[config.mk]
export PLATFORM = sky130hd
export DESIGN_NAME = hssl_sync_monitor_flat
export DESIGN_NICKNAME = d
export VERILOG_FILES = /design/src/rtl/hssl_sync_monitor_if.sv /design/src/rtl/hssl_sync_monitor.sv /design/src/flat_wrapper.sv
export SDC_FILE = /design/constraint.sdc
export NUM_CORES = 1
export LEC_CHECK = 0
export CAP_MARGIN = 20
export CORE_AREA = 2 2 72 81
export CTS_CLUSTER_SIZE = 30
export DETAILED_ROUTE_END_ITERATION = 8
export DIE_AREA = 0 0 74 83
export DONT_BUFFER_PORTS = 1
export PLACE_DENSITY_LB_ADDON = 0.15
export SYNTH_ARGS = -nofsm -noshare
export SYNTH_HDL_FRONTEND = slang
export SYNTH_SLANG_ARGS = --single-unit
[constraint.sdc]
create_clock -name clk -period 4.85 [get_ports clk]
set_input_delay 0.97 -clock clk [delete_from_list [all_inputs] [get_ports clk]]
set_output_delay 0.97 -clock clk [all_outputs]
set_load 0.005 [all_outputs]
[src/rtl/hssl_sync_monitor_if.sv]
// HSSL sync monitor bus: receiver status in,
// link-sync status and reset request out.
interface hssl_sync_monitor_if #(
  parameter int NUM_LANES = 4
);
  logic                 rx_commadet_in;
  logic [NUM_LANES-1:0] rx_disperr_in;
  logic [NUM_LANES-1:0] rx_encerr_in;
  logic                 rx_vld_in;
  logic                 handshake_complete_in;
  logic [1:0]           loss_of_sync_state_out;
  logic                 loss_reset_out;
  logic [7:0]           inv_level_out;
  logic [15:0]          sync_loss_cnt_out;

  modport master (
    output rx_commadet_in,
    output rx_disperr_in,
    output rx_encerr_in,
    output rx_vld_in,
    output handshake_complete_in,
    input  loss_of_sync_state_out,
    input  loss_reset_out,
    input  inv_level_out,
    input  sync_loss_cnt_out
  );

  modport slave (
    input  rx_commadet_in,
    input  rx_disperr_in,
    input  rx_encerr_in,
    input  rx_vld_in,
    input  handshake_complete_in,
    output loss_of_sync_state_out,
    output loss_reset_out,
    output inv_level_out,
    output sync_loss_cnt_out
  );
endinterface

[src/rtl/hssl_sync_monitor.sv]
// HSSL link sync monitor: loss/resync/acquired FSM,
// leaky error bucket, handshake watchdog with reset pulse.
// Option: HSSL_SYNC_REALIGN_CHECK_EN drops sync on a
// comma realign seen while SYNC_ACQUIRED.
module hssl_sync_monitor #(
  parameter int NUM_LANES         = 4,
  parameter int NUM_CLKC_FOR_SYNC = 4,
  parameter int NUM_VLD_PER_INV   = 4,
  parameter int NUM_INV_FOR_LOSS  = 8,
  parameter int HS_TIMEOUT_CYCLES = 1024,
  parameter int RST_PULSE_CYCLES  = 16
) (
  input  logic              clk,
  input  logic              reset,
  hssl_sync_monitor_if.slave bus
);

  typedef enum logic [1:0] {
    ST_SYNC    = 2'b00,
    ST_RESYNC  = 2'b01,
    ST_LOSS    = 2'b10,
    ST_ILLEGAL = 2'b11
  } state_e;

  localparam int RCW =
    $clog2(NUM_CLKC_FOR_SYNC + 1);
  localparam int HTW =
    $clog2(HS_TIMEOUT_CYCLES + 1);
  localparam int PCW =
    $clog2(RST_PULSE_CYCLES + 1);

  localparam logic [RCW-1:0] RC_LAST =
    RCW'(NUM_CLKC_FOR_SYNC - 1);
  localparam logic [HTW-1:0] HT_LAST =
    HTW'(HS_TIMEOUT_CYCLES - 1);
  localparam logic [PCW-1:0] PC_LAST =
    PCW'(RST_PULSE_CYCLES - 1);
  localparam logic [8:0] BK_INC =
    9'(NUM_VLD_PER_INV);
  localparam logic [7:0] BK_LIM =
    8'(NUM_INV_FOR_LOSS);

  state_e          state_q, state_d;
  logic [RCW-1:0]  rcnt_q, rcnt_d;
  logic [HTW-1:0]  hs_q, hs_d;
  logic            pulse_q, pulse_d;
  logic [PCW-1:0]  pcnt_q, pcnt_d;
  logic [7:0]      lvl_q, lvl_d;
  logic [15:0]     lcnt_q, lcnt_d;

  logic [NUM_LANES-1:0] dis_w;
  logic [NUM_LANES-1:0] enc_w;
  logic                 invalid;
  logic                 hs_wait;
  logic                 timeout;
  logic                 lvl_hit;
  logic                 realign;
  logic                 sync_drop;
  logic [8:0]           lvl_sum;

  assign dis_w   = bus.rx_disperr_in;
  assign enc_w   = bus.rx_encerr_in;
  assign invalid = (|dis_w) | (|enc_w);

  assign hs_wait = (state_q == ST_SYNC) &&
                   !bus.handshake_complete_in;
  assign timeout = hs_wait && (hs_q == HT_LAST);
  assign lvl_hit = (lvl_q >= BK_LIM);
  assign lvl_sum = {1'b0, lvl_q} + BK_INC;

`ifdef HSSL_SYNC_REALIGN_CHECK_EN
  assign realign = bus.rx_commadet_in;
`else
  assign realign = 1'b0;
`endif

  // Next-state decode; illegal code falls back to LOSS.
  always_comb begin
    state_d   = state_q;
    sync_drop = 1'b0;
    case (state_q)
      ST_LOSS: begin
        if (bus.rx_commadet_in && !pulse_q)
          state_d = ST_RESYNC;
      end
      ST_RESYNC: begin
        if (invalid)
          state_d = ST_LOSS;
        else if (rcnt_q == RC_LAST)
          state_d = ST_SYNC;
      end
      ST_SYNC: begin
        if (timeout || lvl_hit || realign) begin
          state_d   = ST_LOSS;
          sync_drop = 1'b1;
        end
      end
      default: state_d = ST_LOSS;
    endcase
  end

  // Clean-cycle run length while resyncing.
  always_comb begin
    rcnt_d = '0;
    if (state_q == ST_RESYNC && !invalid)
      rcnt_d = rcnt_q + 1'b1;
  end

  // Handshake watchdog, only ticks while waiting.
  always_comb begin
    hs_d = '0;
    if (hs_wait && !timeout)
      hs_d = hs_q + 1'b1;
  end

  // Receiver reset pulse launched by the watchdog.
  always_comb begin
    pulse_d = pulse_q;
    pcnt_d  = pcnt_q;
    if (timeout) begin
      pulse_d = 1'b1;
      pcnt_d  = '0;
    end else if (pulse_q) begin
      if (pcnt_q == PC_LAST) begin
        pulse_d = 1'b0;
        pcnt_d  = '0;
      end else begin
        pcnt_d = pcnt_q + 1'b1;
      end
    end
  end

  // Leaky bucket; zero whenever not staying in sync.
  always_comb begin
    lvl_d = lvl_q;
    if (state_d != ST_SYNC) begin
      lvl_d = '0;
    end else if (invalid) begin
      lvl_d = lvl_sum[8] ? 8'hFF : lvl_sum[7:0];
    end else if (bus.rx_vld_in && lvl_q != 8'd0) begin
      lvl_d = lvl_q - 8'd1;
    end
  end

  // Saturating count of sync losses.
  always_comb begin
    lcnt_d = lcnt_q;
    if (sync_drop && lcnt_q != 16'hFFFF)
      lcnt_d = lcnt_q + 16'd1;
  end

  // State and counter registers.
  always_ff @(posedge clk) begin
    if (reset) begin
      state_q <= ST_LOSS;
      rcnt_q  <= '0;
      hs_q    <= '0;
      pulse_q <= 1'b0;
      pcnt_q  <= '0;
      lvl_q   <= '0;
      lcnt_q  <= '0;
    end else begin
      state_q <= state_d;
      rcnt_q  <= rcnt_d;
      hs_q    <= hs_d;
      pulse_q <= pulse_d;
      pcnt_q  <= pcnt_d;
      lvl_q   <= lvl_d;
      lcnt_q  <= lcnt_d;
    end
  end

  assign bus.loss_of_sync_state_out = state_q;
  assign bus.loss_reset_out         = pulse_q;
  assign bus.inv_level_out          = lvl_q;
  assign bus.sync_loss_cnt_out      = lcnt_q;

endmodule

[src/flat_wrapper.sv]
// flat-port wrapper written by rule: the top's interface ports become plain ports
module hssl_sync_monitor_flat 
#(
  parameter int NUM_LANES         = 4,
  parameter int NUM_CLKC_FOR_SYNC = 4,
  parameter int NUM_VLD_PER_INV   = 4,
  parameter int NUM_INV_FOR_LOSS  = 8,
  parameter int HS_TIMEOUT_CYCLES = 1024,
  parameter int RST_PULSE_CYCLES  = 16
)
  (clk, reset, bus_rx_commadet_in, bus_rx_disperr_in, bus_rx_encerr_in, bus_rx_vld_in, bus_handshake_complete_in, bus_loss_of_sync_state_out, bus_loss_reset_out, bus_inv_level_out, bus_sync_loss_cnt_out);
  hssl_sync_monitor_if #(.NUM_LANES(NUM_LANES)) bus_i ();
  input  logic clk;
  input  logic reset;
  input wire logic [$bits(bus_i.rx_commadet_in)-1:0] bus_rx_commadet_in;
  input wire logic [$bits(bus_i.rx_disperr_in)-1:0] bus_rx_disperr_in;
  input wire logic [$bits(bus_i.rx_encerr_in)-1:0] bus_rx_encerr_in;
  input wire logic [$bits(bus_i.rx_vld_in)-1:0] bus_rx_vld_in;
  input wire logic [$bits(bus_i.handshake_complete_in)-1:0] bus_handshake_complete_in;
  output wire logic [$bits(bus_i.loss_of_sync_state_out)-1:0] bus_loss_of_sync_state_out;
  output wire logic [$bits(bus_i.loss_reset_out)-1:0] bus_loss_reset_out;
  output wire logic [$bits(bus_i.inv_level_out)-1:0] bus_inv_level_out;
  output wire logic [$bits(bus_i.sync_loss_cnt_out)-1:0] bus_sync_loss_cnt_out;
  assign bus_i.rx_commadet_in = bus_rx_commadet_in;
  assign bus_i.rx_disperr_in = bus_rx_disperr_in;
  assign bus_i.rx_encerr_in = bus_rx_encerr_in;
  assign bus_i.rx_vld_in = bus_rx_vld_in;
  assign bus_i.handshake_complete_in = bus_handshake_complete_in;
  assign bus_loss_of_sync_state_out = bus_i.loss_of_sync_state_out;
  assign bus_loss_reset_out = bus_i.loss_reset_out;
  assign bus_inv_level_out = bus_i.inv_level_out;
  assign bus_sync_loss_cnt_out = bus_i.sync_loss_cnt_out;
  hssl_sync_monitor #(.NUM_LANES(NUM_LANES), .NUM_CLKC_FOR_SYNC(NUM_CLKC_FOR_SYNC), .NUM_VLD_PER_INV(NUM_VLD_PER_INV), .NUM_INV_FOR_LOSS(NUM_INV_FOR_LOSS), .HS_TIMEOUT_CYCLES(HS_TIMEOUT_CYCLES), .RST_PULSE_CYCLES(RST_PULSE_CYCLES)) u_core (.clk(clk), .reset(reset), .bus(bus_i));
endmodule
==> summary.md <==
| Metric | Value |
|---|---|
| Worst rel slew slack | `49.2%` |
| Post-synth EDFFs | `0` |
| Hold path depth | `1` |
| Post-Synthesis Cells | `269` |
| PostCTS Resize Cnt | `0` |
| Routed WL per cell | `13.6 um` |
| Power Density | `262 nW/um2` |
| Congestion Overflow GR | `0` |
| Critical Path RT | `5.06 ns` |
| H-tree levels | `2` |
| Row count | `28` |
| Post-Syn Nets | `292` |
| Initial antenna violation count | `0` |
| Period utilization | `53.5%` |
| Setup TNS | `0 ns` |
| Post-Route WL | `4.71 mm` |
| Final worst setup slack | `2.25 ns` |
| DRC Markers | `0` |
| Fraction of layout cells with a size suffix above 1 | `7.75%` |
| Final setup violating endpoints | `0` |
| Unrepaired setup endpoints after global routing | `false` |
| Worst R2R Start | `u_core.bus.inv_level_out[2]` |
| Tot Pwr | `0.656 mW` |
| Crit. End Element | `flop` |
| Seq/Total Area, Yosys | `39.2%` |
| Area of the core | `5290 um2` |
| Synth Register Bits | `46` |
| Tot GR Track Use | `15.8%` |
| # diodes | `0` |
| Setup WS pre-CTS | `2.05 ns` |
| CTS tree | `yes` |
| Drt pass-1 iters | `4` |
| CP Launch Type | `flop` |
| Worst-skew pair later-pin latency | `0.30 ns` |
| Max-Cap Viols | `0` |
| Initial DRC Count | `60` |
| Max Fclk | `0.385 GHz` |
| First-pass GRT wire length | `7.85 mm` |
| Crit-path cells | `inv_1, ha_1, a21oi_1, a311oi_2, or2_1, or4_1, a311oi_1` |
| Layout fillers | `540` |
| Multi-input gate area | `1360 um2` |
| FF+latch area | `921 um2` |
| Peak supply drop | `0.160 mV` |
| Final Critical Period | `2.60 ns` |
| Via/cell ratio | `5.48` |
| Worst hold slack | `0.424 ns` |
| CTS Hold Buffers Added | `0` |
| Global placer's final weighted congestion | `0.815` |
| Setup Buffers After CTS | `0` |
| LEAKAGE | `0.868 nW` |
| Syn-to-layout area delta | `6.55%` |
| Final hold vios | `0` |
| DR vias | `1,897` |
| Worst Tran Pin Value | `0.756 ns` |
| CP max stage delay | `0.67 ns` |
| Port bufs | `0` |
| Final antenna-violating net count | `0` |
| Number of CTS-inserted buffers | `5` |
| Cell at the slowest stage of the critical path | `or4_1` |
| Post-Syn Area | `2350 um2` |
| CTS root buffer | `clkbuf_8` |
| Worst Path Arrival | `2.81 ns` |
| Crit path max fanout | `8` |
| Top Ports | `40` |
| R2R Path End | `u_core.bus.inv_level_out[5]` |
| Clk_skew | `0.00836 ns` |
| Hold path start | `u_core.rcnt_q[0]` |
| R2R Setup Slk | `2.25 ns` |
| Clock Sinks | `46` |
| Synth cell types | `54` |
| Largest net degree at the start of global routing | `28` |
| Min-Delay Path Class | `reg -> reg` |
| Number of global-route vias before repair | `1,651` |
| Most common cell after layout, fill and taps aside | `dfxtp_1` |
| Outcome | `completed` |
| Post-DP HPWL | `3.37 mm` |
| Synthesized area per cell | `8.73 um2` |
| Most frequent cells in the layout | `46 x dfxtp_1, 32 x nor2_1, 21 x nand2_1` |
| Clk slew on worst S/H paths | `0.09 ns` |
| Die W | `74 um` |
| Buffers & Inverters on Critical Path | `1` |
| Reg2Reg Depth | `7` |
| Type of the worst setup path | `reg -> reg` |
| Delay-heaviest family, CP | `simple AND/OR/NAND/NOR gates` |
| Die area | `6140 um2` |
| Initial core utilization | `44.4%` |
| Fraction of registers with async set/reset | `0%` |
| Clock buffer depth | `2` |
| Max Slew Vio Count | `0` |
| Final nets | `293` |
| Worst Hold End | `u_core.rcnt_q[0]` |
| Die H | `83 um` |
| Synth warn | `0` |
| Main synth FF type | `dfxtp_1` |
where the power goes:
| part | leakage, nW | internal, mW | switching, mW |
|---|---|---|---|
| Sequential | 0.371 | 0.380 | 0.00682 |
| Combinational | 0.449 | 0.0107 | 0.0155 |
| Clock | 0.0482 | 0.115 | 0.127 |
| Total | 0.868 | 0.506 | 0.150 |
area by class of cell:
cell class / count / area share, %
clock inverter: 1 / 0.200
tap: 75 / 3.75
inverter: 11 / 1.65
multi-input combinational: 206 / 54.2
clock buffer: 7 / 3.45
sequential: 46 / 36.8
per-layer routing:
metal | global-route usage [%] | wire, um | vias to the layer above
li1 | - | - | 985
met1 | 22.0 | 2340 | 877
met2 | 23.6 | 2090 | 31
met3 | 4.49 | 232 | 4
met4 | 4.46 | 46 | 0
met5 | 0 | 0 | -
sequential cells by signal (all words and copies together) (netlist names):
name	count
u_core.bus.sync_loss_cnt_out	16
u_core.pcnt_q	5
u_core.rcnt_q	3
u_core.bus.inv_level_out	8
u_core.bus.loss_reset_out	1
u_core.hs_q	11
u_core.bus.loss_of_sync_state_out	2
cell usage after synthesis (3+ instances only):
| cell | n | share of area (%) |
|---|---|---|
| nand4_1 | 11 | 2.9 |
| nand2_1 | 21 | 3.4 |
| or3_1 | 10 | 2.7 |
| xor2_1 | 6 | 2.2 |
| nor2b_1 | 5 | 1.3 |
| mux2_2 | 4 | 1.9 |
| xnor2_1 | 6 | 2.2 |
| clkbuf_1 | 4 | 0.64 |
| inv_1 | 11 | 1.8 |
| and2_1 | 5 | 1.3 |
| nand3_1 | 12 | 2.6 |
| and3_1 | 6 | 1.6 |
| and4_1 | 3 | 1.1 |
| dfxtp_1 | 46 | 39 |
| ha_1 | 10 | 5.3 |
| mux2i_1 | 3 | 1.3 |
| a21oi_1 | 15 | 3.2 |
| or4_1 | 5 | 1.6 |
| a211oi_1 | 5 | 1.6 |
| nor2_1 | 32 | 5.1 |
| o21ai_0 | 9 | 1.9 |
per-stage QoR:
step                      utilization [%]  area, um2  instances
final                                47.3       2500        346
after detailed placement             45.6       2410        338
after floorplan                         -       2350        269
after global placement               45.6       2410        338
after CTS                            47.3       2500        346
after global routing                 47.3       2500        346
cells by family after synthesis:
| logic type | Yosys count | share of synthesized area, % |
|---|---|---|
| XOR/XNOR | 12 | 4.48 |
| buffers and inverters | 17 | 3.09 |
| multiplexers | 7 | 3.20 |
| AO/OA/AOI/OAI | 53 | 15.8 |
| AND/OR/NAND/NOR | 124 | 28.9 |
| flip-flops | 46 | 39.2 |
| adder cells (fa/ha/maj) | 10 | 5.33 |
worst max path at each step:
stage / from / end / slack [ns] / depth (start not counted)
final: u_core.bus.inv_level_out[2] / u_core.bus.inv_level_out[5] / 2.25 / 7
after detailed placement: bus_rx_encerr_in[1] / u_core.bus.inv_level_out[5] / 2.05 / 5
after global placement: bus_rx_encerr_in[1] / u_core.bus.inv_level_out[5] / 2.15 / 5
after global routing: u_core.bus.inv_level_out[2] / u_core.bus.inv_level_out[5] / 2.10 / 7
after floorplan: bus_rx_disperr_in[1] / u_core.bus.inv_level_out[5] / 2.31 / 6
after CTS: u_core.bus.inv_level_out[2] / u_core.bus.inv_level_out[5] / 2.22 / 7
Note: power is estimated with default switching activity, not from simulation.
